[src/rtl/ex_stage.sv]
// Execute stage of a Y86-style pipeline: ALU, condition codes, branch/cmov condition and EX/MEM register.
// Optional halt FSM (RUN/HALTED) is compiled in when EX_HALT_EN is defined.
module ex_stage (
  input  logic        clk,
  input  logic        rst,
  input  logic        stall,
  input  logic        bubble,
  input  logic [3:0]  id_icode,
  input  logic [3:0]  id_ifun,
  input  logic [31:0] id_valA,
  input  logic [31:0] id_valB,
  input  logic [31:0] id_valC,
  input  logic [31:0] id_valP,
  input  logic [3:0]  id_dstE,
  input  logic [3:0]  id_dstM,
  output logic [3:0]  ex_icode,
  output logic [31:0] ex_valE,
  output logic [31:0] ex_valA,
  output logic [31:0] ex_valP,
  output logic [3:0]  ex_dstE,
  output logic [3:0]  ex_dstM,
  output logic        ex_Cnd,
  output logic [2:0]  cc,
  output logic        ex_halted
);

  localparam logic [3:0] REG_NONE = 4'hF;
  localparam logic [3:0] I_NOP    = 4'h1;

  logic [31:0] alu_res;
  logic        alu_of;
  logic [31:0] val_e;
  logic        cnd;
  logic        invalid;
  logic        accept;
  logic        halted;
  logic        load_bubble;
  logic        cc_we;
  logic [2:0]  cc_next;
  logic [3:0]  dst_e_next;
  logic [3:0]  dst_m_next;
  logic        cnd_next;

  assign accept = !stall && !bubble && !halted;

  // Halt and undefined encodings; same set in both builds.
  assign invalid = (id_icode == 4'h0) || (id_icode > 4'hB) ||
                   ((id_icode == 4'h6) && (id_ifun > 4'h3)) ||
                   (((id_icode == 4'h2) || (id_icode == 4'h7)) && (id_ifun > 4'h6));

  always_comb begin
    alu_res = '0;
    alu_of  = 1'b0;
    case (id_ifun)
      4'h0: begin
        alu_res = id_valB + id_valA;
        alu_of  = (id_valB[31] == id_valA[31]) && (alu_res[31] != id_valB[31]);
      end
      4'h1: begin
        alu_res = id_valB - id_valA;
        alu_of  = (id_valB[31] != id_valA[31]) && (alu_res[31] != id_valB[31]);
      end
      4'h2:    alu_res = id_valB & id_valA;
      4'h3:    alu_res = id_valB ^ id_valA;
      default: alu_res = '0;
    endcase
  end

  always_comb begin
    val_e = '0;
    case (id_icode)
      4'h2:       val_e = id_valA;
      4'h3:       val_e = id_valC;
      4'h4, 4'h5: val_e = id_valB + id_valC;
      4'h6:       val_e = alu_res;
      4'h8, 4'hA: val_e = id_valB - 32'd4;
      4'h9, 4'hB: val_e = id_valB + 32'd4;
      default:    val_e = '0;
    endcase
  end

  // Condition uses the cc value held before this instruction's own update.
  always_comb begin
    cnd = 1'b0;
    case (id_ifun)
      4'h0:    cnd = 1'b1;
      4'h1:    cnd = (cc[1] ^ cc[0]) | cc[2];
      4'h2:    cnd = cc[1] ^ cc[0];
      4'h3:    cnd = cc[2];
      4'h4:    cnd = !cc[2];
      4'h5:    cnd = !(cc[1] ^ cc[0]);
      4'h6:    cnd = !(cc[1] ^ cc[0]) && !cc[2];
      default: cnd = 1'b0;
    endcase
  end

  always_comb begin
    cnd_next   = ((id_icode == 4'h2) || (id_icode == 4'h7)) ? cnd : 1'b0;
    dst_e_next = ((id_icode == 4'h2) && !cnd) ? REG_NONE : id_dstE;
    dst_m_next = id_dstM;
    if (invalid) begin
      cnd_next   = 1'b0;
      dst_e_next = REG_NONE;
      dst_m_next = REG_NONE;
    end
  end

  assign cc_we       = accept && (id_icode == 4'h6) && !invalid;
  assign cc_next     = {(alu_res == 32'd0), alu_res[31], alu_of};
  assign load_bubble = halted || (!stall && bubble);

`ifdef EX_HALT_EN
  typedef enum logic {ST_RUN = 1'b0, ST_HALTED = 1'b1} state_t;
  state_t state, state_next;

  always_ff @(posedge clk) begin
    if (rst) state <= ST_RUN;
    else     state <= state_next;
  end

  always_comb begin
    state_next = state;
    case (state)
      ST_RUN:    if (accept && invalid) state_next = ST_HALTED;
      ST_HALTED: state_next = ST_HALTED;
      default:   state_next = ST_RUN;
    endcase
  end

  always_comb begin
    halted    = (state == ST_HALTED);
    ex_halted = halted;
  end
`else
  assign halted    = 1'b0;
  assign ex_halted = 1'b0;
`endif

  always_ff @(posedge clk) begin
    if (rst || load_bubble) begin
      ex_icode <= I_NOP;
      ex_valE  <= '0;
      ex_valA  <= '0;
      ex_valP  <= '0;
      ex_dstE  <= REG_NONE;
      ex_dstM  <= REG_NONE;
      ex_Cnd   <= 1'b0;
      if (rst) cc <= 3'b100;
    end else if (!stall) begin
      ex_icode <= id_icode;
      ex_valE  <= invalid ? 32'd0 : val_e;
      ex_valA  <= id_valA;
      ex_valP  <= id_valP;
      ex_dstE  <= dst_e_next;
      ex_dstM  <= dst_m_next;
      ex_Cnd   <= cnd_next;
      if (cc_we) cc <= cc_next;
    end
  end

endmodule

[config.mk]
export PLATFORM = sky130hd
export DESIGN_NAME = ex_stage
export DESIGN_NICKNAME = d
export VERILOG_FILES = /design/src/rtl/ex_stage.sv
export SDC_FILE = /design/constraint.sdc
export NUM_CORES = 1
export LEC_CHECK = 0
export ABC_CLOCK_PERIOD_IN_PS = 9700
export CAP_MARGIN = 30
export CELL_PAD_IN_SITES_DETAIL_PLACEMENT = 1
export CELL_PAD_IN_SITES_GLOBAL_PLACEMENT = 1
export CORE_UTILIZATION = 42
export CTS_BUF_LIST = sky130_fd_sc_hd__clkbuf_8
export DETAILED_ROUTE_END_ITERATION = 8
export GPL_ROUTABILITY_DRIVEN = 0
export MAX_ROUTING_LAYER = met4
export PLACE_DENSITY_LB_ADDON = 0.1
export SYNTH_ARGS = -nofsm -noshare
export SYNTH_HDL_FRONTEND = slang
export SYNTH_SLANG_ARGS = --single-unit
[constraint.sdc]
create_clock -name clk -period 9.7 [get_ports clk]
set_clock_uncertainty 0.15 [all_clocks]
set_input_delay 0.97 -clock clk [delete_from_list [all_inputs] [get_ports clk]]
set_output_delay 0.97 -clock clk [all_outputs]
set_load 0.005 [all_outputs]
==> impl_summary.md <==
Setup path
Walking the worst path, the cells encountered are clkdlybuf4s50_1 -> ha_1 -> nor2b_1 -> nor4_1 -> a21oi_1 -> nor3_1 -> o41ai_1 -> a221o_1 -> a32o_1 -> or4_1 -> or4_1 -> or4_1 -> o31ai_2. The slowest stage of the critical path belongs to the cell sky130_fd_sc_hd__clkdlybuf4s50_1. Data arrives at the worst endpoint at 6.00 ns.

STA classifies the critical path startpoint as a primary input. Data on the critical path is required at its endpoint by 9.86 ns. The highest cell delay on the worst timing path is 0.66 ns. The critical path is of the in2reg type. Grouping stages by cell kind, the critical path spends the most delay in simple AND/OR/NAND/NOR gates. The sort of element at the end of the critical path is a register. The library cell appearing most often on the critical path is sky130_fd_sc_hd__or4_1. The critical-path maximum fanout is 11. Counting both buffers and inverters, the worst setup path holds a total of 1.

CTS
Hold repair after CTS inserted 0 buffers. The total setup buffers inserted after CTS is 0. The clock passes through at most 2 buffers. The clock transition time at the flip-flop clock pins of the worst setup and hold paths is between 0.1 and 0.15 ns. The later pin in the worst-skew pair is clocked with a latency of 0.46 ns. Buffers inserted during clock tree synthesis total 9. The clock net in this run drives a total of about 110 sinks. The CTS H-tree depth is 3. The post-CTS resize count is 0.

TritonCTS built the clock tree. The buffer cell driving the clock tree root is sky130_fd_sc_hd__clkbuf_8.

Drt
After detailed routing, the total wire length is 58.78 mm. In the routed layout, each cell is associated on average with a via count of around 6.6. Across all layers, the routed design uses 15,390 vias. The average wire per standard cell is between 20 and 30 microns. In this run the remaining antenna-violating nets after routing total 0. The first-iteration detailed-routing DRC count is 1,696. In the routed design, unresolved DRC markers number 0.

The pre-antenna-repair detailed-routing pass consisted of 6 iterations.

Die
The boundary pin count is 261. Once the floorplan was initialized, standard cells occupied 42.76% of the core. The overall die area is 0.03087 sq mm. The total number of placement rows is between 60 and 70.

The floorplan die width is about 180 microns. After floorplanning, the core was sized to cover 0.02964 sq mm. The die boundary height is 175.7 microns.

Yosys
Summing the sequential cell areas from Yosys gives between 10% and 20% of the chip area. The total number of yosys warnings is 0. Synthesis inferred approximately 110 register bits.

The number of different library cells used by synthesis comes to 94. The area share of fa/ha/maj cells after synthesis is 10.23%. The dominant synthesized flop cell is sky130_fd_sc_hd__dfxtp_1.

The proportion of synthesized area in mux cells is between 7 and 8%. The synthesized netlist net count is 2,009. In this run the mean area of a mapped cell was 7.200 sq um.

The cell area that synthesis handed to floorplanning was 0.01267 sq mm. The share of flip-flops with an asynchronous set or reset after synthesis is 0%. Summing the areas of all and, or, nand and nor instances in the mapped netlist gives about a quarter of the synthesized area. The xor/xnor share of the synthesized area is under 10%. The number of flops mapped to enable cells by yosys is 3. The compound-gate portion of the synthesized area is 30.38%. After technology mapping, the gate count stands at 1,760. After synthesis, the largest family of logic cells by area is compound AO/OA/AOI/OAI gates.

Cells and area
The count of filler cells inserted in the layout is 3,763. Summing all multi-input logic gate instances after layout gives 0.009712 sq mm. Of the cells placed in the final design, the portion with a size suffix greater than 1 is 3.502%.

The net count reported at finish is 2,186. In the final layout, flip-flops and latches occupy 0.002272 sq mm. The layout-stage area growth over the synthesis result is 23.65%.

Timing
The final count of pins violating max slew is 0. The clock period could shrink to between 5 and 6 ns. The share of the cycle needed by the critical path after routing is between 60% and 70%.

Setup violations remaining at the end of the flow were counted as 0. The accumulated negative setup slack is 0 ns. At the pin with the least slew margin, the transition time is 0.9732 ns. The final number of hold-violating endpoints is 0.

The worst hold margin is 0.3338 ns. The relative max-transition margin is 34.29%. Setup repair after global routing left no endpoint under its margin. The maximum operating frequency is between 150 and 200 MHz.

Place
In this run the tool buffered the top-level ports with 259 buffer cells. Once detailed placement completed, the half-perimeter wirelength came to between 40 and 50 mm.

Power and ir drop
The maximum ir drop on the vdd rail is 0.1107 mV. The analysis attributes to cell leakage a power of 6.068 nW. The power density of the placed cells is 97.89 mW/mm^2. The total power of the final layout is between 1.5 and 2 mW.

Global route
Global routing consumed, over all layers together, 38.77% of the routing resources. Entering global routing, the biggest net connects 71 pins. The first-pass GRT wire length is between 80 and 90 mm.

The via count of the first global-routing pass is between 15,000 and 20,000. The number of antenna violations at the first check in global routing came to 1. The aggregate global routing overflow is 0.

Job
The number of violations of the max-capacitance limit is 0.

Min path
The type of the worst min-delay path is reg2reg.

Run status
The flow ran to the end, and the final reports show no timing, DRC or antenna violations.
-- cell usage after synthesis, types with 15 or more instances --
master	number	area [sq um]
sky130_fd_sc_hd__nor2_1	210	788.3
sky130_fd_sc_hd__nand2_1	155	581.8
sky130_fd_sc_hd__a21oi_1	151	755.7
sky130_fd_sc_hd__dfxtp_1	109	2182
sky130_fd_sc_hd__ha_1	98	1226
sky130_fd_sc_hd__o21ai_0	93	465.5
sky130_fd_sc_hd__clkbuf_1	92	345.3
sky130_fd_sc_hd__mux2i_1	85	850.8
sky130_fd_sc_hd__inv_1	71	266.5
sky130_fd_sc_hd__nor3_1	59	295.3
sky130_fd_sc_hd__xnor2_1	54	473.0
sky130_fd_sc_hd__nand3_1	42	210.2
sky130_fd_sc_hd__a31oi_1	30	187.7
sky130_fd_sc_hd__a211oi_1	29	217.7
sky130_fd_sc_hd__a222oi_1	29	290.3
sky130_fd_sc_hd__a21o_1	28	210.2
sky130_fd_sc_hd__nand2b_1	26	162.7
sky130_fd_sc_hd__nor2b_1	19	118.9
sky130_fd_sc_hd__nor4_1	18	112.6
sky130_fd_sc_hd__o21a_1	18	135.1
sky130_fd_sc_hd__and3_1	16	100.1
sky130_fd_sc_hd__o22ai_1	16	100.1
sky130_fd_sc_hd__xor2_1	16	140.1
sky130_fd_sc_hd__nand4_1	15	93.84
sky130_fd_sc_hd__o31ai_1	15	112.6
sky130_fd_sc_hd__or4_1	15	112.6
-- cells in the final DEF (no fill, tap or decap), types with 9 or more instances in the layout --
cell | Yosys | routed
sky130_fd_sc_hd__and3_1 | 16 | 16
sky130_fd_sc_hd__o22ai_1 | 16 | 16
sky130_fd_sc_hd__nand4_1 | 15 | 15
sky130_fd_sc_hd__clkdlybuf4s50_1 | 0 | 258
sky130_fd_sc_hd__a211oi_1 | 29 | 28
sky130_fd_sc_hd__dfxtp_1 | 109 | 109
sky130_fd_sc_hd__nor2_1 | 210 | 208
sky130_fd_sc_hd__inv_1 | 71 | 72
sky130_fd_sc_hd__o211ai_1 | 14 | 14
sky130_fd_sc_hd__a222oi_1 | 29 | 29
sky130_fd_sc_hd__nand2_1 | 155 | 155
sky130_fd_sc_hd__o21a_1 | 18 | 18
sky130_fd_sc_hd__nor3_1 | 59 | 57
sky130_fd_sc_hd__clkbuf_8 | 0 | 9
sky130_fd_sc_hd__xnor2_1 | 54 | 54
sky130_fd_sc_hd__or4_1 | 15 | 15
sky130_fd_sc_hd__or3_1 | 14 | 14
sky130_fd_sc_hd__o31ai_1 | 15 | 15
sky130_fd_sc_hd__o21bai_1 | 12 | 12
sky130_fd_sc_hd__ha_1 | 98 | 98
sky130_fd_sc_hd__nor2b_1 | 19 | 19
sky130_fd_sc_hd__nor4_1 | 18 | 18
sky130_fd_sc_hd__and2_1 | 10 | 10
sky130_fd_sc_hd__a21o_1 | 28 | 27
sky130_fd_sc_hd__o21ai_0 | 93 | 93
sky130_fd_sc_hd__nand2b_1 | 26 | 26
sky130_fd_sc_hd__a21oi_1 | 151 | 151
sky130_fd_sc_hd__nand3_1 | 42 | 42
sky130_fd_sc_hd__or2_2 | 10 | 10
sky130_fd_sc_hd__a221oi_1 | 14 | 14
sky130_fd_sc_hd__a31oi_1 | 30 | 30
sky130_fd_sc_hd__xor2_1 | 16 | 16
sky130_fd_sc_hd__mux2i_1 | 85 | 85
sky130_fd_sc_hd__o221ai_1 | 9 | 9
sky130_fd_sc_hd__buf_4 | 1 | 20
-- per-stage QoR --
| step | instance area [sq um] | util [%] | setup WS (ns) | std cells |
|---|---|---|---|---|
| finish | 15670 | 52.87 | 3.855 | 2333 |
| global placement | 15490 | 52.25 | 3.574 | 2315 |
| CTS | 15670 | 52.86 | 3.906 | 2332 |
| detailed placement | 15500 | 52.28 | 3.437 | 2316 |
| floorplan | 12670 | - | 4.643 | 1760 |
| global route | 15670 | 52.87 | 3.637 | 2333 |
-- routing by layer --
metal | routed length (microns) | share of wire [%] | global-route usage [%]
met2 | 26050 | 44 | 59.09
met5 | 0 | 0 | -
met1 | 25130 | 43 | 50.71
met4 | 1731 | 2.9 | 13.15
met3 | 5868 | 10 | 7.835
-- power by group --
part | internal, mW | switching, mW | leakage (nW)
Sequential | 0.481 | 0.0118 | 0.919
Combinational | 0.300 | 0.449 | 5.06
Clock | 0.0937 | 0.198 | 0.0872
Total | 0.875 | 0.659 | 6.07
-- state kept, by name, indices dropped and copies added (netlist names) --
register	cells
ex_icode	4
ex_valE	32
ex_valA	32
cc	3
ex_Cnd	1
ex_valP	32
ex_dstM	4
ex_dstE	4
-- worst register-to-register path, delay by kind of cell, from the launching register on --
kind,cells,cell delay [ns]
buf+inv,1,0.08
xor+xnor,1,0.38
flops,1,0.44
simple gates,2,0.21
compound gates,5,1.08
-- layout make-up --
type / instances / area share [%]
multi-input cells: 1460 / 61.98
repair buffers: 279 / 17.50
flip-flops and latches: 112 / 14.50
well taps: 390 / 3.114
inverters: 75 / 1.797
clock buffers: 9 / 0.7905
clock inverters: 7 / 0.2955
diodes: 1 / 0.01597
-- worst paths after layout --
check                                        startpoint                 endpoint  slack (ns)  depth (start not counted)
worst max-delay path                         id_valB[6]      cc[2]$_SDFFCE_PP1P_        3.85                         13
worst min-delay path            ex_valE[7]$_SDFFE_PP0N_  ex_valE[7]$_SDFFE_PP0N_        0.33                          2
worst max register to register      cc[0]$_SDFFCE_PP0P_  ex_dstE[0]$_SDFFE_PP1N_        7.26                          9
worst min register to register  ex_valE[7]$_SDFFE_PP0N_  ex_valE[7]$_SDFFE_PP0N_        0.33                          2
-- logic make-up (layout without fill, tap and decap cells) --
group	after synthesis	in the layout
AOI/OAI and AO/OA	564	564
DFF	112	112
buffers and inverters	188	370
other	1	2
adders and majority gates	102	102
and+or+nand+nor	634	634
muxes	89	89
xor gates and xnor gates	70	70
Note: power is estimated with default switching activity, not from simulation.
